<file path="src/rtl/uart_byte_rx_pkg.sv">
// Shared UART definitions: FSM state encodings, line-rate defaults and the
// baud divider helper, reused by the UART TX.
package uart_byte_rx_pkg;

    localparam int CLK_FREQ_DEF  = 50_000_000;
    localparam int BAUD_RATE_DEF = 9600;

    typedef enum logic [2:0] {
        IDLE,
        START,
        DATA,
        PARITY,
        STOP,
        BRK
    } rx_state_t;

    function automatic int baud_div(input int clk_freq, input int baud_rate);
        return clk_freq / baud_rate;
    endfunction

endpackage

</file>
<file path="src/rtl/uart_rx_sync.sv">
// Two-flop synchronizer for the async serial line plus one history flop
// used to detect the falling edge that opens a frame.
module uart_rx_sync (
    input  logic sclk,
    input  logic reset,
    input  logic rs232_rx,
    output logic rx_synced,
    output logic rx_fall
);

    logic meta;
    logic hist;

    // Idle-high reset values so reset release never looks like a start edge
    always_ff @(posedge sclk or negedge reset) begin
        if (!reset) begin
            meta      <= 1'b1;
            rx_synced <= 1'b1;
            hist      <= 1'b1;
        end else begin
            meta      <= rs232_rx;
            rx_synced <= meta;
            hist      <= rx_synced;
        end
    end

    assign rx_fall = hist & ~rx_synced;

endmodule

</file>
<file path="src/rtl/uart_byte_rx.sv">
// 8N1 UART byte receiver with one-cycle uart_flag / frame_err strobes.
// Optional even parity bit when UART_RX_PARITY_EN is defined.
module uart_byte_rx
    import uart_byte_rx_pkg::*;
#(
    parameter int CLK_FREQ  = CLK_FREQ_DEF,
    parameter int BAUD_RATE = BAUD_RATE_DEF
) (
    input  logic       sclk,
    input  logic       reset,
    input  logic       rs232_rx,
    output logic       uart_flag,
    output logic [7:0] uart_data,
    output logic       frame_err
);

    localparam int BAUD_DIV = baud_div(CLK_FREQ, BAUD_RATE);
    localparam int CW       = $clog2(BAUD_DIV);
    localparam logic [CW-1:0] SAMPLE = CW'(BAUD_DIV / 2 - 1);
    localparam logic [CW-1:0] LAST   = CW'(BAUD_DIV - 1);

    logic synced;
    logic fall;

    uart_rx_sync u_sync (
        .sclk      (sclk),
        .reset     (reset),
        .rs232_rx  (rs232_rx),
        .rx_synced (synced),
        .rx_fall   (fall)
    );

    rx_state_t     state;
    logic [CW-1:0] baud_cnt;
    logic [2:0]    bit_cnt;
    logic [7:0]    shift_reg;
    logic          sample;
`ifdef UART_RX_PARITY_EN
    logic          par_ok;
`endif

    assign sample = (baud_cnt == SAMPLE);

    always_ff @(posedge sclk or negedge reset) begin
        if (!reset) begin
            state     <= IDLE;
            baud_cnt  <= '0;
            bit_cnt   <= '0;
            shift_reg <= '0;
            uart_flag <= 1'b0;
            uart_data <= 8'h00;
            frame_err <= 1'b0;
`ifdef UART_RX_PARITY_EN
            par_ok    <= 1'b0;
`endif
        end else begin
            uart_flag <= 1'b0;
            frame_err <= 1'b0;
            // Counter runs from the start edge, so SAMPLE lands mid-bit
            if (state == IDLE || state == BRK)
                baud_cnt <= '0;
            else if (baud_cnt == LAST)
                baud_cnt <= '0;
            else
                baud_cnt <= CW'(baud_cnt + 1);
            case (state)
                IDLE: begin
                    bit_cnt <= '0;
                    if (fall)
                        state <= START;
                end
                START: begin
                    if (sample)
                        state <= synced ? IDLE : DATA;
                end
                DATA: begin
                    if (sample) begin
                        shift_reg <= {synced, shift_reg[7:1]};
                        bit_cnt   <= bit_cnt + 3'd1;
                        if (bit_cnt == 3'd7) begin
`ifdef UART_RX_PARITY_EN
                            state <= PARITY;
`else
                            state <= STOP;
`endif
                        end
                    end
                end
`ifdef UART_RX_PARITY_EN
                PARITY: begin
                    if (sample) begin
                        par_ok <= ~(^shift_reg ^ synced);
                        state  <= STOP;
                    end
                end
`endif
                STOP: begin
                    if (sample) begin
                        if (!synced) begin
                            frame_err <= 1'b1;
                            state     <= BRK;
                        end else begin
`ifdef UART_RX_PARITY_EN
                            if (par_ok) begin
                                uart_data <= shift_reg;
                                uart_flag <= 1'b1;
                            end else begin
                                frame_err <= 1'b1;
                            end
`else
                            uart_data <= shift_reg;
                            uart_flag <= 1'b1;
`endif
                            state <= IDLE;
                        end
                    end
                end
                BRK: begin
                    if (synced)
                        state <= IDLE;
                end
                default: state <= IDLE;
            endcase
        end
    end

endmodule

</file>
<file path="config.mk">
export PLATFORM = sky130hd
export DESIGN_NAME = uart_byte_rx
export DESIGN_NICKNAME = d
export VERILOG_FILES = /design/src/rtl/uart_byte_rx_pkg.sv /design/src/rtl/uart_rx_sync.sv /design/src/rtl/uart_byte_rx.sv
export SDC_FILE = /design/constraint.sdc
export NUM_CORES = 1
export LEC_CHECK = 0
export ABC_CLOCK_PERIOD_IN_PS = 1750
export BUFFER_PORTS_ARGS = -buffer_cell sky130_fd_sc_hd__clkbuf_2
export CAP_MARGIN = 40
export CORE_MARGIN = 4
export CORE_UTILIZATION = 53
export CTS_CLUSTER_DIAMETER = 30
export CTS_CLUSTER_SIZE = 30
export DETAILED_ROUTE_END_ITERATION = 6
export PLACE_DENSITY_LB_ADDON = 0.08
export SLEW_MARGIN = 20
export SYNTH_ARGS = -nofsm -noshare
export SYNTH_HDL_FRONTEND = slang
export SYNTH_SLANG_ARGS = --single-unit
</file>
<file path="constraint.sdc">
create_clock -name sclk -period 1.75 [get_ports sclk]
set_clock_uncertainty 0.15 [all_clocks]
set_input_delay 0.175 -clock sclk [delete_from_list [all_inputs] [get_ports sclk]]
set_output_delay 0.175 -clock sclk [all_outputs]
set_load 0.02 [all_outputs]
</file>
==> out/results.ini <==
[run_status]
outcome = finished with violations
violations = negative setup slack

[clock_tree]
cts.path.max_buffers = 2
cts.sinks = 40
clk_pin_slew_ps = 120
cts_made_buffers = 5
cts_tree = yes
clk_latency_ps = 350
cts_root_buf = clkbuf_4
htree_levels = 2

[routing]
routedWlPerCell_um = 14.5
dr.pass1.iters = 4
antenna_left = 0
dr.first_iter.drc_count = 36
vias_per_cell = 5.21
wirelength_um = 3690
drcViolationCount = 0
vias = 1324

[synth]
synth_edf_count = 0
ys_async_sr_fraction = 1.00
synthDistinctLibCells = 37
syn_nets = 165
synth_area_mm2 = 0.00187
seq_area_frac_synth = 0.537
syn_avg_cell_area_um2 = 11.8
synthCells = 159
ys_ff_latch = 40
ys_warn_count = 0
synth_flop_cell = dfrtp_1

[die]
die_h_um = 67.4
row_count = 21
core_area_mm2 = 0.00336
initial_core_util = 0.557
die_area_mm2 = 0.00455
die_w_um = 67.4
io-pin-count = 13

[power]
p_int_w = 0.00152
p_leak_nw = 1.15
combPwrFrac = 0.244
powerDensity_mw_per_mm2 = 861
power.total_w = 0.00212
clkPwrFrac = 0.286
p_switching_w = 0.000605
max-vdd-ir-drop_mv = 0.629
p_sw_frac = 0.285
power_frac_seq = 0.470

[worst_setup_path]
critPathMaxFanout = 8
cp_slowest_cell = dfrtp_1
critical_path_required_ps = 1840
crit_arrival_ps = 1890
crit_type = flop to flop
cpPeakStageDelay_ps = 400
worstSetupStartpointType = flop
cp.buffers_inverters = 2
endpoint_kind = flop
cp_top_family = flip-flops
crit_path_cell_trace = ha_2 > and4bb_2 > buf_4 > nand4_4 > buf_12 > mux2_4

[global_routing]
grt_pass1_vias = 1315
gr-total-overflow = 0
grt_max_degree = 22
track_usage = 0.184
grt_pass1_wl_um = 6200
antenna_found_initial = 0

[place]
placed_cell_area_mm2 = 0.00217
hpwl_um = 2540
pre_cts_ws_ps = -74.6
gp_congestion = 0.903
dp.cells = 237
port-buffer-count = 12

[sta]
period_share = 1.03
tightest_slew_ps = 505
setup-violations-final = 9
hold_viol = 0
min_period_ps = 1800
maxSlewHeadroom = 0.663
drv_slew = 0
rsz0062_at_grt = true
worst_slack_ps = -48.0
max_freq_mhz = 556

[layout]
num_antenna_cells = 0
final_nets = 213
final_common_cell = dfrtp_1
fillers = 248
largest_register_ffs = 13
final_cell_mix = 35 x dfrtp_1, 28 x buf_4, 20 x nor2_1, 16 x mux2_4, 12 x clkbuf_2
area_growth_pct = 31.7
drive_gt1_frac = 0.442
fin_cells = 254
design_area_mm2 = 0.00246

[run]
cap_violations = 0

[min_path]
hold_path_class = input port to asynchronous set/reset pin

-- synthesized netlist by cell type, types with 2 or more instances --
library cell   n  area [µm²]
a21oi_1        2        10.0
and4bb_2       3        37.5
buf_6          2        22.5
clkbuf_1       2        7.51
dfrtp_1       37         926
dfstp_2        3        78.8
ha_1           3        37.5
inv_1          6        22.5
mux2_2        14         158
mux2_4         2        30.0
nand2_1        6        22.5
nand3_1       10        50.1
nand4_1        3        18.8
nor2_1        20        75.1
nor2b_1        2        12.5
nor3_1         4        20.0
nor3b_1        2        15.0
nor4bb_1       3        30.0
o21ai_0        6        30.0
xnor2_1       10        87.6
xor2_1         3        26.3
-- stage by stage --
step	TNS, ps	hold slack (ps)	utilization
floorplan	-2.94	-271	-
global placement	-67.3	7.42	0.646
detailed placement	-533	9.91	0.646
CTS	-275	141	0.713
global route	-1330	187	0.733
finish	-241	156	0.733
-- cell type report --
cell class,count,area (µm²),share of cell area
clock inverters,3,42.5,0.0173
repair buffers,46,370,0.150
flip-flops and latches,40,1010,0.409
multi-input cells,107,923,0.375
inverters,7,26.3,0.0107
clock buffers,5,37.5,0.0152
well taps,46,57.6,0.0234
-- layer usage --
| layer | part of all wire | up-vias | GRT usage |
|---|---|---|---|
| li1 | - | 651 | - |
| met1 | 0.48 | 647 | 0.243 |
| met2 | 0.47 | 19 | 0.296 |
| met3 | 0.030 | 7 | 0.0433 |
| met4 | 0.018 | 0 | 0.0658 |
| met5 | 0 | - | 0 |
-- worst register-to-register path: cells and delay by family, from the launching register on --
kind | cells | cell delay [ps]
flip-flops | 1 | 400
AND/OR/NAND/NOR | 2 | 330
multiplexers | 1 | 310
buffers and inverters | 2 | 280
adder cells (fa/ha/maj) | 1 | 210
-- path summary, 6_finish.rpt --
check | start | to | slack [ps] | cells after the start
max in group asynchronous | reset | baud_cnt[2] | 800 | 3
worst min register to register | u_sync.meta | u_sync.rx_synced | 210 | 0
min in group sclk | u_sync.meta | u_sync.rx_synced | 210 | 0
worst min-delay path | reset | frame_err | 160 | 2
worst max register to register | baud_cnt[1] | shift_reg[6] | -50 | 6
worst max-delay path | baud_cnt[1] | shift_reg[6] | -50 | 6
-- power by group through the flow --
stage	logic [W]	clock network [W]	registers, W
after floorplan	0.000272	0	0.00102
after global placement	0.000461	0	0.00101
after detailed placement	0.000471	0	0.00101
after CTS	0.000490	0.000634	0.000998
after global routing	0.000567	0.000663	0.00100
final	0.000517	0.000607	0.000998
-- cell families (layout without fill, tap and decap cells) --
| kind of cell | after synthesis | count (layout) | share of synthesized area |
|---|---|---|---|
| muxes | 17 | 17 | 0.106 |
| AOI/OAI and AO/OA | 12 | 12 | 0.0428 |
| DFF | 40 | 40 | 0.537 |
| buffers and inverters | 12 | 61 | 0.0327 |
| adders and majority gates | 3 | 3 | 0.0201 |
| and+or+nand+nor | 62 | 62 | 0.201 |
| xor gates and xnor gates | 13 | 13 | 0.0608 |
-- timing repair --
item / 4_1_cts / 5_1_grt
setup buffers: 5 / 2
pin swaps: 3 / 9
hold buffers: 2 / 0
hold endpoints to repair: 41 / 0
setup endpoints to repair: 9 / 30
resized for setup: 15 / 16
Power figures use the tool's default switching activity.
